<file path="src/rtl/tw_pkg.sv">
// Shared definitions for the tw_core fetch/execute processor.
// TW_HALT_EN adds the HALT state (opcode 1000 stops the core).
package tw_pkg;

  localparam int OP_W    = 4;
  localparam int IMM_LSB = 0;

  typedef enum logic [OP_W-1:0] {
    OP_ADDA  = 4'b0000,
    OP_MOVAB = 4'b0001,
    OP_INA   = 4'b0010,
    OP_LDA   = 4'b0011,
    OP_MOVBA = 4'b0100,
    OP_ADDB  = 4'b0101,
    OP_INB   = 4'b0110,
    OP_LDB   = 4'b0111,
    OP_HLT   = 4'b1000,
    OP_OUTB  = 4'b1001,
    OP_NOP_A = 4'b1010,
    OP_OUTI  = 4'b1011,
    OP_NOP_C = 4'b1100,
    OP_NOP_D = 4'b1101,
    OP_JNC   = 4'b1110,
    OP_JMP   = 4'b1111
  } opcode_t;

  typedef enum logic [1:0] {
    ST_FETCH = 2'd0,
    ST_EXEC  = 2'd1
`ifdef TW_HALT_EN
    ,
    ST_HALT  = 2'd2
`endif
  } state_t;

  // The opcode sits directly above the immediate field.
  function automatic int op_lsb(input int data_w);
    return data_w;
  endfunction

endpackage

</file>
<file path="src/rtl/tw_alu.sv">
// DATA_W-bit adder with carry-out, shared by both add opcodes.
module tw_alu
  import tw_pkg::*;
#(
  parameter int DATA_W = 4
) (
  input  logic [DATA_W-1:0] a,
  input  logic [DATA_W-1:0] b,
  output logic [DATA_W-1:0] sum,
  output logic              carry
);

  always_comb begin
    {carry, sum} = {1'b0, a} + {1'b0, b};
  end

endmodule

</file>
<file path="src/rtl/tw_core.sv">
// Two-state fetch/execute core with an external program ROM behind a req/ack handshake.
// Define TW_HALT_EN to make opcode 1000 halt the core until reset.
module tw_core
  import tw_pkg::*;
#(
  parameter int DATA_W = 4,
  parameter int ADDR_W = 4
) (
  input  logic                   clock,
  input  logic                   reset,
  output logic                   fetch_req,
  output logic [ADDR_W-1:0]      fetch_addr,
  input  logic                   fetch_ack,
  input  logic [OP_W+DATA_W-1:0] fetch_data,
  input  logic [DATA_W-1:0]      in,
  output logic [DATA_W-1:0]      out,
  output logic                   halted
);

  localparam int OP_LSB = op_lsb(DATA_W);

  state_t                   state, state_next;
  logic [ADDR_W-1:0]        pc;
  logic [DATA_W-1:0]        a, b;
  logic                     carry;
  logic [OP_W+DATA_W-1:0]   ir;

  opcode_t                  op;
  logic [DATA_W-1:0]        imm;
  logic [ADDR_W-1:0]        imm_addr;
  logic [DATA_W-1:0]        alu_a, alu_sum;
  logic                     alu_carry;

  assign op  = opcode_t'(ir[OP_LSB +: OP_W]);
  assign imm = ir[IMM_LSB +: DATA_W];

  if (ADDR_W <= DATA_W) begin : g_imm_trunc
    assign imm_addr = imm[ADDR_W-1:0];
  end else begin : g_imm_ext
    assign imm_addr = {{(ADDR_W-DATA_W){1'b0}}, imm};
  end

  assign alu_a = (op == OP_ADDB) ? b : a;

  tw_alu #(.DATA_W(DATA_W)) u_alu (
    .a     (alu_a),
    .b     (imm),
    .sum   (alu_sum),
    .carry (alu_carry)
  );

  assign fetch_req  = (state == ST_FETCH);
  assign fetch_addr = pc;

`ifdef TW_HALT_EN
  assign halted = (state == ST_HALT);
`else
  assign halted = 1'b0;
`endif

  // NOTE: assign a default before the case so no path leaves state_next unassigned (no latch).
  always_comb begin
    state_next = state;
    case (state)
      ST_FETCH: if (fetch_ack) state_next = ST_EXEC;
      ST_EXEC: begin
        state_next = ST_FETCH;
`ifdef TW_HALT_EN
        if (op == OP_HLT) state_next = ST_HALT;
`endif
      end
`ifdef TW_HALT_EN
      ST_HALT: state_next = ST_HALT;
`endif
      default: state_next = ST_FETCH;
    endcase
  end

  // NOTE: non-blocking assignments keep every register updating from pre-edge values.
  always_ff @(posedge clock or posedge reset) begin
    if (reset) begin
      state <= ST_FETCH;
      pc    <= '0;
      a     <= '0;
      b     <= '0;
      carry <= 1'b0;
      ir    <= '0;
      out   <= '0;
    end else begin
      state <= state_next;
      case (state)
        ST_FETCH: if (fetch_ack) ir <= fetch_data;
        ST_EXEC: begin
`ifdef TW_HALT_EN
          if (op != OP_HLT) begin
`else
          begin
`endif
            // Non-add instructions clear carry; jumps test the value before this clear.
            carry <= 1'b0;
            pc    <= pc + ADDR_W'(1);
            case (op)
              OP_ADDA:  begin a <= alu_sum; carry <= alu_carry; end
              OP_MOVAB: a <= b;
              OP_INA:   a <= in;
              OP_LDA:   a <= imm;
              OP_MOVBA: b <= a;
              OP_ADDB:  begin b <= alu_sum; carry <= alu_carry; end
              OP_INB:   b <= in;
              OP_LDB:   b <= imm;
              OP_OUTB:  out <= b;
              OP_OUTI:  out <= imm;
              OP_JNC:   if (!carry) pc <= imm_addr;
              OP_JMP:   pc <= imm_addr;
              default:  ;
            endcase
          end
        end
        default: ;
      endcase
    end
  end

endmodule

</file>
<file path="config.mk">
export PLATFORM = sky130hd
export DESIGN_NAME = tw_core
export DESIGN_NICKNAME = d
export VERILOG_FILES = /design/src/rtl/tw_pkg.sv /design/src/rtl/tw_alu.sv /design/src/rtl/tw_core.sv
export SDC_FILE = /design/constraint.sdc
export NUM_CORES = 1
export LEC_CHECK = 0
export CORE_ASPECT_RATIO = 0.7
export CORE_MARGIN = 2
export CORE_UTILIZATION = 53
export CTS_CLUSTER_DIAMETER = 60
export DETAILED_ROUTE_END_ITERATION = 10
export GPL_ROUTABILITY_DRIVEN = 0
export PLACE_DENSITY = 0.81
export SYNTH_ARGS = -nofsm -noshare
export SYNTH_HDL_FRONTEND = slang
export SYNTH_HIERARCHICAL = 1
export SYNTH_SLANG_ARGS = --single-unit
</file>
<file path="constraint.sdc">
create_clock -name clock -period 3.4 [get_ports clock]
set_clock_uncertainty 0.1 [all_clocks]
set_input_delay 0.34 -clock clock [delete_from_list [all_inputs] [get_ports clock]]
set_output_delay 0.34 -clock clock [all_outputs]
set_load 0.1 [all_outputs]
</file>
==> metrics <==
site row count 16; period utilisation layout 0.891; worst setup margin 0.369 ns; routed wire length 3680 um; Setup CP Type reg -> reg; first-pass GRT wire length 6130 um; area leader, netlist dfrtp_1; worst r2r src ir[7]$_DFFE_PP0P_; Mapped Avg Cell Area 10.3 um2; final setup fails 0; share of layout cells above drive strength 1 0.160; library cells used by synthesis 38; nets 197; flop2flop setup slack 0.37 ns; Hold Vio Cnt, Final 0; Cell Pwr Density 882 nW/um2; Cell Area, Synth 1620 um2; Worst setup SP type flop; IO Count 25; Synth Area in Simple Gates 0.154; Max Root-Sink Buffers 2; Area growth, synth to finish 16.2%; CTS tree built; via count 1,270; setup TNS 0 ns; synthesized instance count 157; FF-to-FF path depth 9; Die ar. 3530 um2; Yosys reg bits 26; Total GRT Usage 0.233; ANT nets after route 0; FF-to-FF End b[2]$_DFFE_PP0P_; Synth top area share 0.401; minimum clock period after layout 3.03 ns; Most used DFF post-synth dfrtp_1; xor/xnor share of the synthesized area 0.0162; Ys Warns 6; outcome complete, no violations; DRT Pass-1 Iters 4; Crit. Startpoint ir[7]$_DFFE_PP0P_; drt initial violations 116; Slew @ Worst Pin 1.01 ns; crit path DAT 3.10 ns; fmax 330 MHz; CP endpoint kind flop; Overflow after GRT 0; antenna diode count 0; compound-gate portion of the synthesized area 0.115; Post CTS Setup Buffer Count 0; hold_buf cts 0; DR WL/cell 17.5 um; initial antenna violation count 0; vias in the first global route 1,199; IO buf count 23; via density per instance 6.02; post-synthesis mux area share 0.184; HP Class reg -> reg; Place WS 0.425 ns; adder-cell share of the synthesized area 0.0508; post-detail-place hpwl 2750 um; final max-slew violation count 0; Min-Delay Path Depth 2; Max-Cap Viols 0; largest family of logic cells by synthesized area multiplexers; CP required 3.47 ns; Post-synth ARST share 1.00; CP Max Fanout 9; sequential share of the synthesized area 0.401; Rel. slew slack 0.328; Post-Synthesis Net Count 178; Post-synth EDFFs 0; Leakage 0.000841 uW; die width 70.2 um; RSZ-0062 raised after global routing no; Num CTS Buffers 3; Total Power 1660 uW; CTS clk-pin slew, worst paths 0.09 ns; H-tree Lvls 1; Core Footprint 2860 um2; CTS root buf clkbuf_8; post-CTS sizing 0; die height 50.3 um; synth top area cells dfrtp_1 40%, mux2_2 9.0%, mux2i_1 4.3%, mux4_2 4.2%, ha_1 3.9%; Worst IR Drop VDD 435 uV; DRC 0; Initial Utilization 0.567; clock sinks 26; crit path capture b[2]$_DFFE_PP0P_; largest net degree at the start of global routing 27; worst-skew pair later-pin latency 0.28 ns
synthesized netlist by cell type (3+ instances only):
cell	number
a21oi_1	6
buf_2	4
buf_4	5
dfrtp_1	26
ha_1	5
inv_1	11
mux2_2	13
mux2i_1	7
mux4_2	3
nand2_1	14
nand2b_1	4
nand3_1	5
nor2_1	3
nor2b_1	4
nor3_1	5
o21ai_0	10
o31ai_1	3
xnor2_1	3
power by group:
part	total [uW]	internal (uW)	switching, uW	leakage (uW)
clock	202	104	98.4	0.0000288
sequential	533	416	116	0.000313
combinational	930	339	591	0.000499
registers in the layout, indices dropped and copies added, names as in the netlist:
register	flops
ir	8
a	4
b	4
fetch_addr	4
out	4
carry	1
state	1
worst min path at each step:
stage / startpoint / to / slack, ns
after floorplan: reset / a[0]$_DFFE_PP0P_ / 0.28
after global placement: out[0]$_DFFE_PP0P_ / out[0]$_DFFE_PP0P_ / 0.36
after detailed placement: out[3]$_DFFE_PP0P_ / out[3]$_DFFE_PP0P_ / 0.37
after CTS: out[3]$_DFFE_PP0P_ / out[3]$_DFFE_PP0P_ / 0.39
after global routing: out[3]$_DFFE_PP0P_ / out[3]$_DFFE_PP0P_ / 0.41
final: out[3]$_DFFE_PP0P_ / out[3]$_DFFE_PP0P_ / 0.38
per-layer routing:
| layer | wire length, um | global-route usage | part of all wire |
|---|---|---|---|
| met2 | 1720 | 0.371 | 0.47 |
| met3 | 258 | 0.0562 | 0.070 |
| met4 | 97 | 0.0962 | 0.026 |
| met5 | 0 | 0 | 0 |
| met1 | 1610 | 0.309 | 0.44 |
placed cells by master, fill, tap and decap left out, types with 2 or more instances in the layout:
cell type / instances
a21oi_2: 2
nor2_1: 3
nor3_1: 5
inv_1: 11
a21oi_1: 6
o31ai_1: 3
ha_1: 5
nand4b_1: 2
mux4_2: 3
a22oi_1: 2
o32ai_1: 2
xnor2_1: 3
mux2i_1: 7
and3_1: 2
clkdlybuf4s50_1: 22
nor2b_1: 4
nand3_1: 5
o21ai_0: 10
dfrtp_1: 26
buf_4: 3
clkbuf_8: 4
nand2_1: 14
mux2_2: 13
nand2b_1: 4
final cells by class:
cell class              count  area [um2]
repair buffers             25         243
fillers                   220         976
well taps                  36        45.0
flip-flops and latches     26         651
inverters                  12        45.0
multi-input cells         108         848
clock buffers               4        55.1
through the flow:
stage	std cells	hold slack, ns	cell area (um2)	utilization
2_1_floorplan	157	0.280	1620	-
5_1_grt	211	0.410	1890	0.659
6_report	211	0.381	1890	0.659
3_5_place_dp	207	0.370	1830	0.640
4_1_cts	211	0.391	1890	0.659
3_3_place_gp	207	0.361	1830	0.640
critical path, stage by stage (launching register included):
cell	delay, ns
dfrtp_1	0.48
and2b_1	0.31
nor3b_4	0.31
mux2_2	0.21
ha_1	0.16
inv_1	0.07
fa_1	0.40
xnor2_1	0.17
mux4_2	0.45
mux2_2	0.26
kinds of logic after synthesis:
kind of cell | count (synthesis)
buffers and inverters | 23
other | 1
and+or+nand+nor | 45
AOI/OAI and AO/OA | 29
xor gates and xnor gates | 3
adders and majority gates | 6
DFF | 26
muxes | 24
No activity file was read; power rests on OpenSTA's default activity.
